File: src/rtl/shift_seq_ctrl.sv
// Serial shift-transfer sequencer: accepts a parallel word, shifts L bits out on serial_out_o
// while capturing serial_in_i on the same edges, then strobes the received word for one cycle.
module shift_seq_ctrl #(
    parameter int WIDTH     = 8,
    parameter int CNT_W     = 4,
    parameter bit LSB_FIRST = 1'b0
) (
    input  logic             clk,
    input  logic             rst_n,
    input  logic [WIDTH-1:0] tx_data_i,
    input  logic             tx_valid_i,
    output logic             tx_ready_o,
    input  logic [CNT_W-1:0] len_i,
    input  logic             abort_i,
    input  logic             serial_in_i,
    output logic             serial_out_o,
    output logic             shift_en_o,
    output logic             busy_o,
    output logic [WIDTH-1:0] rx_data_o,
    output logic             rx_valid_o
);

    localparam logic [CNT_W-1:0] WIDTH_C = CNT_W'(WIDTH);

    typedef enum logic [1:0] {
        S_IDLE  = 2'd0,
        S_SHIFT = 2'd1,
        S_DONE  = 2'd2
    } state_t;

    state_t           state_q, state_d;
    logic [WIDTH-1:0] tx_sr_q, tx_sr_d;
    logic [WIDTH-1:0] rx_sr_q, rx_sr_d;
    logic [WIDTH-1:0] rx_data_q, rx_data_d;
    logic [CNT_W-1:0] cnt_q, cnt_d;

    logic [CNT_W-1:0] eff_len;
    logic [WIDTH-1:0] tx_load, tx_adv, rx_samp;
    logic             tx_bit;
    logic             load_en, shift_adv;

    // Zero and oversize lengths both mean a full-width transfer.
    always_comb begin
        eff_len = len_i;
        if (len_i == '0 || len_i > WIDTH_C) begin
            eff_len = WIDTH_C;
        end
    end

    generate
        if (LSB_FIRST) begin : g_lsb
            // One-hot pointer places the k-th received bit at position k.
            logic [WIDTH-1:0] wr_sel_q;

            always_ff @(posedge clk or negedge rst_n) begin
                if (!rst_n) begin
                    wr_sel_q <= '0;
                end else if (load_en) begin
                    wr_sel_q <= WIDTH'(1);
                end else if (shift_adv) begin
                    wr_sel_q <= wr_sel_q << 1;
                end
            end

            assign tx_load = tx_data_i;
            assign tx_adv  = tx_sr_q >> 1;
            assign tx_bit  = tx_sr_q[0];
            assign rx_samp = serial_in_i ? (rx_sr_q | wr_sel_q) : rx_sr_q;
        end else begin : g_msb
            // Left-align the active field so the outgoing bit is always the top bit.
            assign tx_load = tx_data_i << (WIDTH_C - eff_len);
            assign tx_adv  = tx_sr_q << 1;
            assign tx_bit  = tx_sr_q[WIDTH-1];
            assign rx_samp = {rx_sr_q[WIDTH-2:0], serial_in_i};
        end
    endgenerate

    always_ff @(posedge clk or negedge rst_n) begin
        if (!rst_n) begin
            state_q   <= S_IDLE;
            tx_sr_q   <= '0;
            rx_sr_q   <= '0;
            rx_data_q <= '0;
            cnt_q     <= '0;
        end else begin
            state_q   <= state_d;
            tx_sr_q   <= tx_sr_d;
            rx_sr_q   <= rx_sr_d;
            rx_data_q <= rx_data_d;
            cnt_q     <= cnt_d;
        end
    end

    always_comb begin
        state_d   = state_q;
        tx_sr_d   = tx_sr_q;
        rx_sr_d   = rx_sr_q;
        rx_data_d = rx_data_q;
        cnt_d     = cnt_q;
        load_en   = 1'b0;
        shift_adv = 1'b0;

        case (state_q)
            S_IDLE: begin
                if (tx_valid_i) begin
                    load_en = 1'b1;
                    tx_sr_d = tx_load;
                    rx_sr_d = '0;
                    cnt_d   = eff_len;
                    state_d = S_SHIFT;
                end
            end
            S_SHIFT: begin
                // Abort wins even on the final bit, so rx_data_q is never touched.
                if (abort_i) begin
                    cnt_d   = '0;
                    state_d = S_IDLE;
                end else begin
                    shift_adv = 1'b1;
                    tx_sr_d   = tx_adv;
                    rx_sr_d   = rx_samp;
                    cnt_d     = cnt_q - CNT_W'(1);
                    if (cnt_q == CNT_W'(1)) begin
                        rx_data_d = rx_samp;
                        state_d   = S_DONE;
                    end
                end
            end
            S_DONE: begin
                state_d = S_IDLE;
            end
            default: begin
                state_d = S_IDLE;
            end
        endcase
    end

    assign tx_ready_o   = (state_q == S_IDLE);
    assign shift_en_o   = (state_q == S_SHIFT);
    assign busy_o       = (state_q == S_SHIFT) || (state_q == S_DONE);
    assign rx_valid_o   = (state_q == S_DONE);
    assign serial_out_o = (state_q == S_SHIFT) && tx_bit;
    assign rx_data_o    = rx_data_q;

endmodule
File: config.mk
export PLATFORM = sky130hd
export DESIGN_NAME = shift_seq_ctrl
export DESIGN_NICKNAME = d
export VERILOG_FILES = /design/src/rtl/shift_seq_ctrl.sv
export SDC_FILE = /design/constraint.sdc
export NUM_CORES = 1
export LEC_CHECK = 0
export ABC_AREA = 1
export CORE_ASPECT_RATIO = 0.9
export CORE_UTILIZATION = 37
export DETAILED_ROUTE_END_ITERATION = 7
export PLACE_DENSITY_LB_ADDON = 0.3
export SETUP_SLACK_MARGIN = 0.2
export SYNTH_ARGS = -nofsm -noshare
export SYNTH_HDL_FRONTEND = slang
export SYNTH_SLANG_ARGS = --single-unit
File: constraint.sdc
create_clock -name clk -period 3.5 [get_ports clk]
set_input_delay 0.525 -clock clk [delete_from_list [all_inputs] [get_ports clk]]
set_output_delay 0.525 -clock clk [all_outputs]
set_load 0.05 [all_outputs]
# Yosys cells after proc, flatten, opt, wreduce, memory -nomap -nowiden
# Index checks and enable logic that the tools add are counted.
# word_totals
register_bits	29
in_bits	17
output_inout_bits	13
wordCells	40
# classes
n_addsub	2
order_cmp	1
n_eq_ne	6
shift	1
n_mux	14
bitwise	1
n_reduce_logical	10
# op_table
operator	count
8-bit 2-to-1 mux	2
8-bit case mux with 2 select lines	1
7-bit 2-to-1 mux	2
7-bit case mux with 2 select lines	1
4-bit 2-to-1 mux	3
4-bit case mux with 2 select lines	1
8-bit by 4-bit << shifter with 8-bit output	1
2-bit 2-to-1 mux	3
3-bit AND reduction	2
4-bit by 1-bit equality test with 1-bit output, second input constant	1
4-bit greater-than comparator, second input constant	1
4-bit logical NOT	1
2-bit inequality test, second input constant	2
2-bit case mux with 2 select lines	1
2-bit AND reduction	2
4-bit by 1-bit subtractor with 4-bit output, second input constant	1
4-bit subtractor, first input constant	1
3-bit by 2-bit inequality test with 1-bit output, second input constant	1
2-bit by 1-bit equality test with 1-bit output, second input constant	1
2-bit equality test, second input constant	1
2-bit logical NOT	1
1-bit logical OR	2
2-bit nonzero test	1
1-bit logical AND	1
1-bit inverter	1

# Longest topological paths before layout
# depth
word_depth	7
depth_mapped	15
mapped_depth_nobuf	12

# Worst setup path after synthesis
# No wires, ideal clock.
# synth_timing
kind	input -> register
from	in len_i[0]
to	reg tx_sr_q[2]
setup_time_ps	90
arrival_time_ps	2079
t_required_ps	3410
setup_slack_ps	1331
stages	12
path_buffers	2
path_cell_list	buf_6 > nor2_8 > nand2_4 > nand2_4 > nand3_2 > buf_6 > ha_1 > xnor2_1 > inv_1 > nor2_1 > nand3_1 > o221ai_1
# synth_via
elab_chain_len	7
elab_cells_between_ends	8
cone_classes	add/sub: 1; order compare: 1; shift: 1; mux: 3; reduce/logical: 2
# synth_lines
item	line_no	source
from (decl)	13	input logic [CNT_W-1:0] len_i,
4-bit greater-than comparator or 4-bit logical NOT (tied branches)	45	if (len_i == '0 || len_i > WIDTH_C) begin
1-bit logical OR	45	
4-bit 2-to-1 mux *	45	
4-bit subtractor *	71	assign tx_load = tx_data_i << (WIDTH_C - eff_len);
8-bit by 4-bit << shifter with 8-bit output *	71	
8-bit 2-to-1 mux *	105	if (tx_valid_i) begin
8-bit case mux with 2 select lines *	103	case (state_q)
to (signal assigned)	87	tx_sr_q <= tx_sr_d;
to (decl)	32	logic [WIDTH-1:0] tx_sr_q, tx_sr_d;
# Mark *: on every way between the ends. The rest lies on a longest branch, timed or not. The select of a mux whose other input is x is not followed.
# A chain may end at the register's enable or synchronous reset.

# Final worst setup path
# Ends and elaborated chain as after synthesis.

==> reports/qor.yml <==
drive_above_1_share_pct: 8.75
placement.setup.worst_slack_ps: 451
setup_ws_ps: 701
min_period_ps: 2800
timing.setup.critical_path_class: "input pin to flop"
timing_hold_violations_final: 0
max_cap_violations: 0
seqCellArea_um2: 726
mappedNetlistArea_um2: 1680
gpl.final_weighted_congestion: 0.817
die_height_um: 66.0
clock_path_buffers: 2
relSlewSlack_pct: 66.3
initial_core_util_pct: 40.0
first_pass_grt_wire_length_um: 6090
cts_setup_buffers: 0
post_drt_via_cell_ratio: 4.95
numPortBuffers: 29
drt-initial-drc-count: 80
post-layout-total-power_w: 0.00164
dp.final_hpwl_um: 2680
fillers: 408
initial_antenna_violation_count: 0
run_status: "complete, no violations"
ys_ff_latch: 29
h-tree-depth: 2
worstPathArrival_ps: 2980
power.density_cell_area_nw_per_um2: 776
remaining_drc_errors: 0
via_count: 1486
leakagePower_nw: 1.03
synth_cells: 208
avgSynthCellArea_um2: 8.10
timing.critical_path.from_type: "input pin"
num_antenna_cells: 0
multiInputGateArea_um2: 779
critical_path_required_ps: 3680
worst_pin_slew_ps: 504
leftover_overflow_at_the_end_of_global_routing: 0
rows: 22
grt_start_max_net_pins: 30
synthToLayoutAreaGrowth_pct: 25.3
synth.yosys.seq_area_share_pct: 43.1
vdd_drop_max_mv: 0.351
critical_path_sink_type: "flop"
firstDrtPassIters: 4
finalNetCount: 263
post-route-period-util_pct: 80.0
tritoncts_clock_tree: "built"
tritoncts_num_sinks: 29
cts-buffers-inserted: 5
cts-root-buf: "clkbuf_8"
critical_path_fanout_max: 11
unrepaired_setup_endpoints_after_global_routing: "no"
floorplan.die.width_um: 73.1
clkTransAtPathRegs_ps: 60
dieArea_um2: 4830
clock_insertion_delay_worst_skew_ps: 280
via_count_of_the_first_global_routing_pass: 1387
syn_nets: 231
synthesis.yosys.warnings: 0
drt-total-wl_um: 3450
num_io_pins: 30
setup-tns-final_ps: 0
finClkSkew_ps: 9.67
post_cts_hold_buffer_count: 0
highest_clock_rate_mhz: 357
synth_cell_types: 28
placeable_core_region_um2: 4210
final-setup-viol-count: 0
pins_over_slew_limit: 0
detail_route.wl_per_cell_um: 11.5
groute.usage.overall_pct: 16.5
post_cts_repair_resize_count: 0
antenna_left: 0
timing.hold.worst.class: "flop to flop"
whs_ps: 483
-- layout by cell type (no fill, tap or decap), types with 2 or more instances in the layout --
master | synthesis | layout
nand2_1 | 46 | 46
buf_4 | 0 | 2
nand2_4 | 3 | 3
nand4_1 | 7 | 7
a21oi_1 | 3 | 3
clkdlybuf4s50_1 | 0 | 29
o221ai_1 | 5 | 5
nor2_1 | 6 | 6
o21ai_0 | 13 | 13
nand2_2 | 4 | 4
clkbuf_8 | 0 | 6
o21a_1 | 3 | 3
dfrtp_1 | 29 | 29
nand3_1 | 21 | 21
o22ai_1 | 8 | 8
ha_1 | 6 | 6
inv_1 | 37 | 37
-- cells by family (layout without fill, tap and decap cells) --
kind of cell	after synthesis	in the layout	synth area share, %
AO/OA/AOI/OAI	37	37	14.0
XOR/XNOR	2	2	1.04
adder cells (fa/ha/maj)	6	6	4.46
buffers and inverters	43	75	10.6
flip-flops	29	29	43.1
AND/OR/NAND/NOR	91	91	26.8
-- worst max-delay path, cell delays in order --
cell,delay (ps)
clkdlybuf4s50_1,640
nor2_8,220
nand2_4,70
nand2_4,100
nand3_2,230
ha_1,310
xnor2_1,330
inv_1,170
nor2_1,200
nand3_1,90
o221ai_1,80
-- routing by layer --
metal,GRT usage (%),vias to the layer above,wire [um]
met5,0,-,0
met3,3.66,7,154
met4,6.62,0,48
li1,-,754,-
met2,26.0,33,1590
met1,21.8,692,1660
-- state kept, by name, summed over array words and instances (netlist names) --
name	count
state_q	2
rx_sr_q	7
tx_sr_q	8
cnt_q	4
rx_data_o	8
-- power by group --
part	switching, W	internal [W]	leakage (nW)
Combinational	0.000576	0.000296	0.598
Sequential	0.0000468	0.000444	0.385
Clock	0.000119	0.000156	0.0443
Total	0.000742	0.000896	1.03
-- path summary, 6_finish.rpt --
check | start | end | slack (ps) | cells past startpoint
worst min register to register | rx_data_o[3] | rx_data_o[3] | 480 | 2
min in group asynchronous | rst_n | state_q[0] | 630 | 2
max in group asynchronous | rst_n | tx_sr_q[4] | 2590 | 2
worst min-delay path | rx_data_o[3] | rx_data_o[3] | 480 | 2
worst max-delay path | len_i[0] | tx_sr_q[2] | 700 | 11
worst max register to register | state_q[1] | tx_sr_q[6] | 1560 | 12
-- cells in the mapped netlist --
cell type | count | area, um^2
nand2_1 | 46 | 173
o221ai_1 | 5 | 43.8
buf_6 | 2 | 22.5
a21oi_2 | 1 | 8.76
nor2_8 | 1 | 20.0
o22ai_1 | 8 | 50.1
ha_1 | 6 | 75.1
a21oi_1 | 3 | 15.0
nand2_4 | 3 | 33.8
o21a_1 | 3 | 22.5
nand4_1 | 7 | 43.8
xnor2_1 | 1 | 8.76
nand3_1 | 21 | 105
nor2_2 | 1 | 6.26
clkbuf_1 | 2 | 7.51
dfrtp_1 | 29 | 726
nand4_2 | 1 | 12.5
xor2_1 | 1 | 8.76
o21ai_1 | 1 | 5.00
buf_2 | 2 | 10.0
nand3_2 | 1 | 10.0
o21ai_2 | 1 | 8.76
o32ai_1 | 1 | 8.76
a22oi_1 | 1 | 7.51
nand2_2 | 4 | 25.0
o21ai_0 | 13 | 65.1
inv_1 | 37 | 139
nor2_1 | 6 | 22.5
-- metrics by stage --
step / area, um^2 / utilization [%] / instances
3_3_place_gp: 2020 / 48.1 / 293
4_1_cts: 2110 / 50.1 / 300
6_report: 2110 / 50.1 / 300
2_1_floorplan: 1680 / - / 208
5_1_grt: 2110 / 50.1 / 300
3_5_place_dp: 2020 / 48.1 / 293
-- final cells by class --
class / count / share of cell area, %
flip-flops and latches: 29 / 34.4
multi-input cells: 136 / 36.9
well taps: 60 / 3.56
inverters: 37 / 6.58
repair buffers: 31 / 14.5
clock buffers: 7 / 4.09
(Power assumes the default switching activity.)
